File: src/rtl/pe_cpaf_pkg.sv
// Shared constants and helpers for the CPAF drain: carry-save field layout,
// saturation bounds and the shift clamp limit.
package pe_cpaf_pkg;

  localparam int unsigned ACC_W_DEF = 68;
  localparam int unsigned OUT_W_DEF = 8;
  localparam int unsigned SHIFT_W   = 6;

  // in_c layout: sum in the upper half, carry in the lower half
  localparam int unsigned CARRY_LSB = 0;

  function automatic int unsigned sum_lsb(int unsigned acc_w);
    return acc_w;
  endfunction

  function automatic int sat_max(int unsigned out_w);
    return (1 << (out_w - 1)) - 1;
  endfunction

  function automatic int sat_min(int unsigned out_w);
    return -(1 << (out_w - 1));
  endfunction

  function automatic int unsigned shift_lim(int unsigned acc_w);
    return acc_w - 1;
  endfunction

endpackage

File: src/rtl/pe_cpaf_drain_fifo.sv
// Show-ahead FIFO for drain results; output holds the last popped entry when empty.
// Pointers carry an extra wrap bit so full and empty are distinguishable.
module pe_cpaf_drain_fifo #(
  parameter int unsigned WIDTH = 9,
  parameter int unsigned DEPTH = 4
) (
  input  logic             clk,
  input  logic             rst,
  input  logic             push,
  input  logic [WIDTH-1:0] wdata,
  input  logic             pop,
  output logic [WIDTH-1:0] rdata,
  output logic             full,
  output logic             empty,
  output logic             drop
);

  localparam int unsigned AW = $clog2(DEPTH);

  logic [AW:0]      wptr_q, rptr_q;
  logic [WIDTH-1:0] mem_q [DEPTH];
  logic [WIDTH-1:0] hold_q;
  logic             do_push, do_pop;

  assign empty   = (wptr_q == rptr_q);
  assign full    = (wptr_q[AW] != rptr_q[AW]) && (wptr_q[AW-1:0] == rptr_q[AW-1:0]);
  assign do_pop  = pop && !empty;
  // A concurrent pop frees the slot, so a push into a full FIFO still lands
  assign do_push = push && (!full || do_pop);
  assign drop    = push && full && !do_pop;
  assign rdata   = empty ? hold_q : mem_q[rptr_q[AW-1:0]];

  always_ff @(posedge clk or posedge rst) begin
    if (rst) begin
      wptr_q <= '0;
      rptr_q <= '0;
      hold_q <= '0;
    end else begin
      if (do_push) wptr_q <= wptr_q + 1'b1;
      if (do_pop) begin
        rptr_q <= rptr_q + 1'b1;
        hold_q <= mem_q[rptr_q[AW-1:0]];
      end
    end
  end

  always_ff @(posedge clk) begin
    if (do_push) mem_q[wptr_q[AW-1:0]] <= wdata;
  end

endmodule

File: src/rtl/pe_cpaf_drain.sv
// South-edge drain for one CPAF PE column: resolve carry-save, round-shift, saturate, buffer.
// Optional PE_CPAF_DRAIN_SATCNT_EN adds a saturating sat_count of clipped results.
module pe_cpaf_drain
  import pe_cpaf_pkg::*;
#(
  parameter int unsigned ACC_W = ACC_W_DEF,
  parameter int unsigned OUT_W = OUT_W_DEF,
  parameter int unsigned DEPTH = 4,
  parameter int unsigned ROWS  = 16
) (
  input  logic               CLK,
  input  logic               RST,
  input  logic [2*ACC_W-1:0] in_c,
  input  logic               in_valid,
  input  logic               in_propagate,
  input  logic [SHIFT_W-1:0] in_shift,
  output logic [OUT_W-1:0]   out_data,
  output logic               out_valid,
  input  logic               out_ready,
  output logic               out_last,
  output logic               overflow_err,
  output logic               tile_abort
`ifdef PE_CPAF_DRAIN_SATCNT_EN
  ,
  output logic [15:0]        sat_count
`endif
);

  localparam int unsigned SUM_LSB   = sum_lsb(ACC_W);
  localparam int unsigned SHIFT_LIM = shift_lim(ACC_W);
  localparam int unsigned SW        = $clog2(ACC_W);
  localparam int unsigned RW        = (ROWS > 1) ? $clog2(ROWS) : 1;
  localparam logic signed [ACC_W:0] MAXV = (ACC_W + 1)'(sat_max(OUT_W));
  localparam logic signed [ACC_W:0] MINV = (ACC_W + 1)'(sat_min(OUT_W));

  // Tile tracking at the input
  logic [RW-1:0] row_q, row_d, row_eff;
  logic          prop_q, prop_d;
  logic          new_tile, beat_last, abort_d;

  always_comb begin
    new_tile  = (in_propagate != prop_q);
    row_eff   = new_tile ? '0 : row_q;
    beat_last = (row_eff == RW'(ROWS - 1));
    row_d     = row_q;
    prop_d    = prop_q;
    abort_d   = 1'b0;
    if (in_valid) begin
      row_d   = beat_last ? '0 : row_eff + 1'b1;
      prop_d  = in_propagate;
      abort_d = new_tile && (row_q != '0);
    end
  end

  // Stage 1: carry-save resolve
  logic               s1_valid_q, s1_last_q, abort_q;
  logic [ACC_W-1:0]   s1_acc_q;
  logic [SHIFT_W-1:0] s1_shift_q;

  always_ff @(posedge CLK or posedge RST) begin
    if (RST) begin
      row_q      <= '0;
      prop_q     <= 1'b0;
      abort_q    <= 1'b0;
      s1_valid_q <= 1'b0;
      s1_last_q  <= 1'b0;
      s1_acc_q   <= '0;
      s1_shift_q <= '0;
    end else begin
      row_q      <= row_d;
      prop_q     <= prop_d;
      abort_q    <= abort_d;
      s1_valid_q <= in_valid;
      s1_last_q  <= in_valid && beat_last;
      s1_acc_q   <= in_c[SUM_LSB +: ACC_W] + in_c[CARRY_LSB +: ACC_W];
      s1_shift_q <= in_shift;
    end
  end

  assign tile_abort = abort_q;

  // Stage 2: round half-up then arithmetic shift, one guard bit so the bias cannot wrap
  logic [SW-1:0]         sh;
  logic signed [ACC_W:0] ext, bias, rounded;

  always_comb begin
    if (32'(s1_shift_q) > SHIFT_LIM) sh = SW'(SHIFT_LIM);
    else                             sh = SW'(s1_shift_q);
    ext     = $signed({s1_acc_q[ACC_W-1], s1_acc_q});
    bias    = (sh == '0) ? '0 : ((ACC_W + 1)'(1) << (sh - 1'b1));
    rounded = (ext + bias) >>> sh;
  end

  logic                  s2_valid_q, s2_last_q;
  logic signed [ACC_W:0] s2_val_q;

  always_ff @(posedge CLK or posedge RST) begin
    if (RST) begin
      s2_valid_q <= 1'b0;
      s2_last_q  <= 1'b0;
      s2_val_q   <= '0;
    end else begin
      s2_valid_q <= s1_valid_q;
      s2_last_q  <= s1_last_q;
      s2_val_q   <= rounded;
    end
  end

  // Stage 3: saturate
  logic [OUT_W-1:0] sat_data;
  logic             sat_clip;

  always_comb begin
    sat_clip = 1'b1;
    if (s2_val_q > MAXV) begin
      sat_data = MAXV[OUT_W-1:0];
    end else if (s2_val_q < MINV) begin
      sat_data = MINV[OUT_W-1:0];
    end else begin
      sat_data = s2_val_q[OUT_W-1:0];
      sat_clip = 1'b0;
    end
  end

  logic             s3_valid_q, s3_last_q;
  logic [OUT_W-1:0] s3_data_q;

  always_ff @(posedge CLK or posedge RST) begin
    if (RST) begin
      s3_valid_q <= 1'b0;
      s3_last_q  <= 1'b0;
      s3_data_q  <= '0;
    end else begin
      s3_valid_q <= s2_valid_q;
      s3_last_q  <= s2_last_q;
      s3_data_q  <= sat_data;
    end
  end

`ifdef PE_CPAF_DRAIN_SATCNT_EN
  logic [15:0] sat_cnt_q;

  always_ff @(posedge CLK or posedge RST) begin
    if (RST) begin
      sat_cnt_q <= '0;
    end else if (s2_valid_q && sat_clip && (sat_cnt_q != 16'hFFFF)) begin
      sat_cnt_q <= sat_cnt_q + 16'd1;
    end
  end

  assign sat_count = sat_cnt_q;
`else
  logic unused_clip;
  assign unused_clip = sat_clip;
`endif

  // Output buffer; the mesh cannot stall, so a full FIFO drops and flags
  logic fifo_empty, fifo_drop, unused_full;
  logic overflow_q;

  pe_cpaf_drain_fifo #(
    .WIDTH(OUT_W + 1),
    .DEPTH(DEPTH)
  ) u_fifo (
    .clk  (CLK),
    .rst  (RST),
    .push (s3_valid_q),
    .wdata({s3_last_q, s3_data_q}),
    .pop  (out_ready),
    .rdata({out_last, out_data}),
    .full (unused_full),
    .empty(fifo_empty),
    .drop (fifo_drop)
  );

  always_ff @(posedge CLK or posedge RST) begin
    if (RST)            overflow_q <= 1'b0;
    else if (fifo_drop) overflow_q <= 1'b1;
  end

  assign out_valid    = !fifo_empty;
  assign overflow_err = overflow_q;

endmodule
File: config.mk
export PLATFORM = sky130hd
export DESIGN_NAME = pe_cpaf_drain
export DESIGN_NICKNAME = d
export VERILOG_FILES = /design/src/rtl/pe_cpaf_pkg.sv /design/src/rtl/pe_cpaf_drain_fifo.sv /design/src/rtl/pe_cpaf_drain.sv
export SDC_FILE = /design/constraint.sdc
export NUM_CORES = 1
export LEC_CHECK = 0
export CORE_MARGIN = 5
export CORE_UTILIZATION = 54
export CTS_BUF_LIST = sky130_fd_sc_hd__clkbuf_4 sky130_fd_sc_hd__clkbuf_8 sky130_fd_sc_hd__clkbuf_16
export DETAILED_ROUTE_END_ITERATION = 7
export HOLD_SLACK_MARGIN = 0.12
export PLACE_DENSITY = 0.84
export SYNTH_ARGS = -nofsm -noshare
export SYNTH_HDL_FRONTEND = slang
export SYNTH_HIERARCHICAL = 1
export SYNTH_SLANG_ARGS = --single-unit
File: constraint.sdc
create_clock -name CLK -period 15.9 [get_ports CLK]
set_input_delay 1.59 -clock CLK [delete_from_list [all_inputs] [get_ports CLK]]
set_output_delay 1.59 -clock CLK [all_outputs]
set_load 0.05 [all_outputs]
Word-level counts from Yosys, hierarchy flattened. Memory sizes are Yosys's and may differ from the RTL's. Index checks and enable logic that the tools add are counted.

Logic and storage cells: 55. Register bits after elaboration: 179. Memory bits (writable): 36. Bits of input ports: 147. Memories kept: 1. Output and inout bits: 12.

Shift-type cells: 2. Mux-type cells: 9. Magnitude comparators: 2. Equality and inequality tests: 5. Add/subtract/negate cells: 6. Reductions and logical operators: 13.

Memories: u_fifo.mem_q (depth 4, width 9, rd ports 1, clocked after Yosys merged registers in 0, wr ports 1, RTL line pe_cpaf_drain_fifo.sv:21) `logic [WIDTH-1:0] mem_q [DEPTH];`.

Operators by type and width (number): $add 68x69->69 (1); $gt 69x8->1 const B (1); $lt 69x8->1 const B (1); $mux 69 (1); $shl 1x7->69 const A (1); $sshr 69x6->69 (1); $add 68x68->68 (1); $mux 8 (2); $mux 9 (1); $mux 4 (2); $logic_and 1x1->1 (7); $logic_not 7->1 (1); $sub 6x1->7 const B (1); $add 3x1->3 const B (2); $add 4x1->4 const B (1); $eq 4x4->1 const B (1); $reduce_bool 4->1 (1); $eq 3x3->1 (1); $logic_not 1->1 (3); $mux 1 (3); $eq 2x2->1 (1); $ne 1x1->1 (2); $logic_or 1x1->1 (1).

Logic depth before layout (Yosys ltp).
Depth after elaboration: 7. Gate-level depth with buffers: 23. Mapped depth without buffers: 18.

By module. The synthesis kept the hierarchy.

Modules (own cells, without submodules): pe_cpaf_drain (seq. area each 4103.9 um^2, cells an instance 2658, area an instance 20662.3 um^2, instances 1); pe_cpaf_drain_fifo (seq. area each 1456.4 um^2, cells an instance 118, area an instance 2167.1 um^2, instances 1).

Worst setup path before layout. No wires, ideal clock.

Kind: reg2reg. From: register s1_shift_q[2]. To: register s2_val_q[27]. Library setup time: 77 ps. Cell stages (with the launch flop): 21. Data required time: 15823 ps. Setup slack: 10484 ps. Buffers on the path: 5. Clock period less this slack: 5416 ps. Data arrival time: 5338 ps. Cells stage by stage: dfrtp_1 -> inv_1 -> clkbuf_1 -> buf_1 -> clkbuf_1 -> nand2_1 -> clkbuf_1 -> nor3_1 -> ha_1 -> clkbuf_1 -> a21o_1 -> o41a_1 -> a21oi_1 -> nand2_1 -> o21ai_4 -> mux2_1 -> a21oi_1 -> nor3_1 -> o41a_1 -> a211o_1 -> a21oi_1.

Longest elaborated chain between the ends: 5. Elaborated cells between the ends (all ways): 6. Classes of those cells: add/sub (2); shift (2); mux (1); reduce/logical (1).

RTL lines: start, declared (RTL line pe_cpaf_drain.sv:58) `logic [SHIFT_W-1:0] s1_shift_q;`; start signal, assigned (RTL line pe_cpaf_drain.sv:76) `s1_shift_q <= in_shift;`; $sub 6x1->7 (RTL line pe_cpaf_drain.sv:90) `bias = (sh == '0) ? '0 : ((ACC_W + 1)'(1) << (sh - 1'b1));`; $shl 1x7->69 (RTL line pe_cpaf_drain.sv:90); $mux 69 (RTL line pe_cpaf_drain.sv:90); $add 68x69->69 (RTL line pe_cpaf_drain.sv:91) `rounded = (ext + bias) >>> sh;`; $sshr 69x6->69 * (RTL line pe_cpaf_drain.sv:91); via rounded[27] (RTL line pe_cpaf_drain.sv:84) `logic signed [ACC_W:0] ext, bias, rounded;`; end signal, assigned (RTL line pe_cpaf_drain.sv:105) `s2_val_q <= rounded;`; end, declared (RTL line pe_cpaf_drain.sv:95) `logic signed [ACC_W:0] s2_val_q;`.

Mark *: on every way through the listed nets, which the timed path passes. The rest lies on a longest branch. A chain may end at the register's enable or synchronous reset.

Worst setup path in the final report.
From: register s1_shift_q[4]. To: register s2_val_q[7].

The elaborated chain is that of the path after synthesis.

==> run_results.csv <==
group,metric,value,unit
setup_path,cp_top_family,"compound AO/OA/AOI/OAI gates",
floorplanning,die_w,216,µm
synth,syn_area_per_cell,8.22,µm²
sta,setup_viol,0,
cells_and_area,drive_above_1_share,7.92,%
clock_network,path_clk_slew,60,ps
synth,synth-seq-cells,215,
setup_path,crit_top_cell,"buf_4",
synth,synth.distinct_cells,107,
sta,finClkSkew,12.7,ps
placement,place_area,0.0246,mm²
setup_path,worstPathArrival,8110,ps
synth,synth_edf_count,36,
sta,worst_pin_slew,1410,ps
clock_network,cts_setup_buffers,0,
setup_path,slowest_stage,"inv_1",
global_routing,grt-ovfl-total,0,
setup_path,rr_startpoint,"s1_shift_q[4]",
power_and_ir_drop,pwr-share-comb,50.5,%
sta,fmax,0.130,GHz
power_and_ir_drop,swShare,43.3,%
clock_network,cts_buffer_depth,3,
sta,relSlewSlack,5.67,%
clock_network,cts-root-buf,"clkbuf_16",
floorplanning,initial_core_util,54.5,%
synth,async_reset_ff_share,83.3,%
cells_and_area,final_util,60.8,%
setup_path,worstPathRequired,16320,ps
power_and_ir_drop,power_switching,1.26,mW
cells_and_area,nets,3103,
global_routing,antenna_found_initial,0,
power_and_ir_drop,seqPwrFrac,28.5,%
cells_and_area,syn2layout_area_growth,11.5,%
cells_and_area,fin_area,0.0254,mm²
clock_network,cts_buffers,24,
floorplanning,num_rows,75,
clock_network,clk_latency,560,ps
power_and_ir_drop,leakagePower,10.3,nW
run_status,failed_checks,"DRC",
job,drv_cap,0,
sta,timing.setup.tns,0,ps
floorplanning,core,0.0419,mm²
global_routing,use_met2,55.8,%
sta,fin_crit_sh,48.3,%
sta,drv_slew,0,
floorplanning,dieArea,0.0465,mm²
setup_path,cp_num_buf_inv,5,
cells_and_area,mostFrequentLayoutCell,"nand2_1",
cells_and_area,layout.cells.most_common_list,"245 x nand2_1, 233 x nor2_1, 223 x a21oi_1, 175 x dfrtp_1, 173 x o21ai_0",
drt,drc,17,
setup_path,cp-start-kind,"flop",
clock_network,ctsResizeCount,0,
power_and_ir_drop,peakVddDrop,109,µV
synth,synth_area,0.0228,mm²
setup_path,crit_chain,"buf_4 -> inv_1 -> nand2_1 -> buf_4 -> nor3_1 -> ha_1 -> a21oi_1 -> o21ai_0 -> a221o_1 -> a221oi_2 -> nand4b_1 -> nand4_1 -> buf_4 -> inv_2 -> a222oi_1 -> a21boi_2 -> mux2i_1 -> mux4_2",
clock_network,hold_buffers,0,
placement,gp_congestion,1.11,
drt,avgViaCountPerCell,7.05,
setup_path,max_stage_delay,810,ps
synth,synthFlopType,"dfrtp_1",
placement,port_buffers,158,
placement,hpwl,67200,µm
sta,rsz0062_at_grt,"false",
global_routing,grt_max_degree,89,
synth,synth_cells,2776,
run_status,status,"finished with violations",
synth,ys.warnings.count,6,
drt,wl,87100,µm
clock_network,cts.sinks,215,
worst_hold_path,hold_path.class,"reg -> reg",
setup_path,crit_path_start,"s1_shift_q[4]",
drt,antenna_left,0,
sta,period_needed,7690,ps
global_routing,grt_pass1_vias,22682,
power_and_ir_drop,power.density,115,mW/mm²
global_routing,globalRouteMet1Util,45.4,%
global_routing,grt_use_met3,6.70,%
drt,dr.pass1.iters,8,
sta,hold_viol,0,
setup_path,worstPathMaxFanout,34,
synth,seq_area_frac_synth,24.4,%
worst_hold_path,min_from,"s2_valid_q",
global_routing,grt_busiest_layer,"met2",
clock_network,cts_tree,"built",
clock_network,h-tree-depth,1,
drt,drt_iter0_drc,2819,
floorplanning,io_pins,159,
global_routing,grt_pass1_wl,132000,µm
power_and_ir_drop,clkPwrFrac,21.0,%
drt,wl_per_cell,25.8,µm
floorplanning,die_y,216,µm
cells_and_area,insertedDiodeCount,0,
drt,vias,23762,
setup_path,path_class,"reg -> reg",
global_routing,grt_util_all_layers,35.5,%
power_and_ir_drop,p_int,1.65,mW
setup_path,endpoint_kind,"flop",
path summary, 6_finish.rpt:
check / slack (ps) / end / cells after the start
min in group asynchronous: 1560 / u_fifo/rptr_q[1] / 2
hold reg to reg: 350 / s3_valid_q / 0
setup reg to reg: 8210 / s2_val_q[7] / 18
max in group asynchronous: 12620 / s1_shift_q[3] / 3
setup / recovery: 8210 / s2_val_q[7] / 18
hold / removal: 350 / s3_valid_q / 0
area by class of cell:
class | count | area (µm²)
fill | 3700 | 16400
multi-input combinational | 2338 | 16400
sequential | 215 | 5570
timing repair buffer | 186 | 1790
tap | 539 | 674
clock buffer | 30 | 669
clock inverter | 13 | 189
inverter | 48 | 185
synthesized netlist by cell type, drive strengths merged (11+ instances only):
cell | count | area, µm²
a211o | 18 | 158
a211oi | 59 | 463
a21boi | 12 | 93.8
a21o | 88 | 661
a21oi | 225 | 1140
a221o | 12 | 120
a221oi | 21 | 196
a31oi | 25 | 193
and2 | 38 | 245
and3 | 35 | 219
and4 | 13 | 114
buf | 57 | 273
clkbuf | 122 | 458
dfrtp | 179 | 4480
edfxtp | 36 | 1080
ha | 141 | 1760
inv | 47 | 176
mux2 | 44 | 495
mux2i | 76 | 761
mux4 | 43 | 968
nand2 | 245 | 920
nand2b | 25 | 156
nand3 | 61 | 310
nand4 | 75 | 469
nor2 | 233 | 875
nor2b | 18 | 113
nor3 | 113 | 571
nor4 | 33 | 219
o2111ai | 11 | 96.3
o211ai | 29 | 218
o21a | 51 | 383
o21ai | 189 | 972
o21bai | 16 | 120
o221ai | 13 | 114
o22ai | 17 | 106
o31ai | 23 | 173
o41ai | 13 | 129
or2 | 14 | 90.1
or3 | 22 | 143
xnor2 | 77 | 674
xor2 | 43 | 377
kinds of logic after synthesis:
group	synth area share (%)
xor+xnor	4.60
flops	24.4
buf+inv	3.99
simple gates	20.2
mux	9.74
compound gates	29.2
fa+ha+maj	7.90
other cells	0.0164
layer usage:
layer	share of wire [%]	up-vias	wire length [µm]
met1	39	11305	34000
met5	0	-	0
met2	44	1377	37900
met4	7.9	0	6860
li1	-	10722	-
met3	9.5	358	8280
worst reg2reg max path, stage by stage, from the launching register on:
cell,delay (ps)
dfrtp_1,360
buf_4,250
inv_1,830
nand2_1,550
buf_4,380
nor3_1,400
ha_1,460
a21oi_1,450
o21ai_0,210
a221o_1,450
a221oi_2,760
nand4b_1,180
nand4_1,170
buf_4,260
inv_2,260
a222oi_1,480
a21boi_2,510
mux2i_1,130
mux4_2,460
stage by stage:
stage	worst slack [ps]	power, mW	hold slack (ps)	instances
after floorplan	9880	1.82	331	2780
after global placement	8460	2.22	333	3326
after detailed placement	8500	2.26	335	3326
after CTS	8490	2.88	349	3369
after global routing	8010	3.05	359	3369
final	8210	2.91	348	3369
flip-flops by register name, summed over array words and instances (netlist names):
name	flops
u_fifo/wptr_q	3
s3_valid_q	1
u_fifo/rptr_q	3
s1_shift_q	6
s2_last_q	1
s2_valid_q	1
overflow_err	1
u_fifo/hold_q	9
prop_q	1
s3_data_q	8
u_fifo/mem_q	36
s3_last_q	1
s1_acc_q	68
s1_valid_q	1
tile_abort	1
s1_last_q	1
row_q	4
s2_val_q	69
power groups by stage:
stage,Clock [mW],Sequential (mW),Combinational [mW]
floorplan,0,0.790,1.03
global placement,0,0.829,1.40
detailed placement,0,0.837,1.42
CTS,0.618,0.829,1.43
global route,0.645,0.847,1.56
finish,0.613,0.831,1.47
Note: power is estimated with default switching activity, not from simulation.
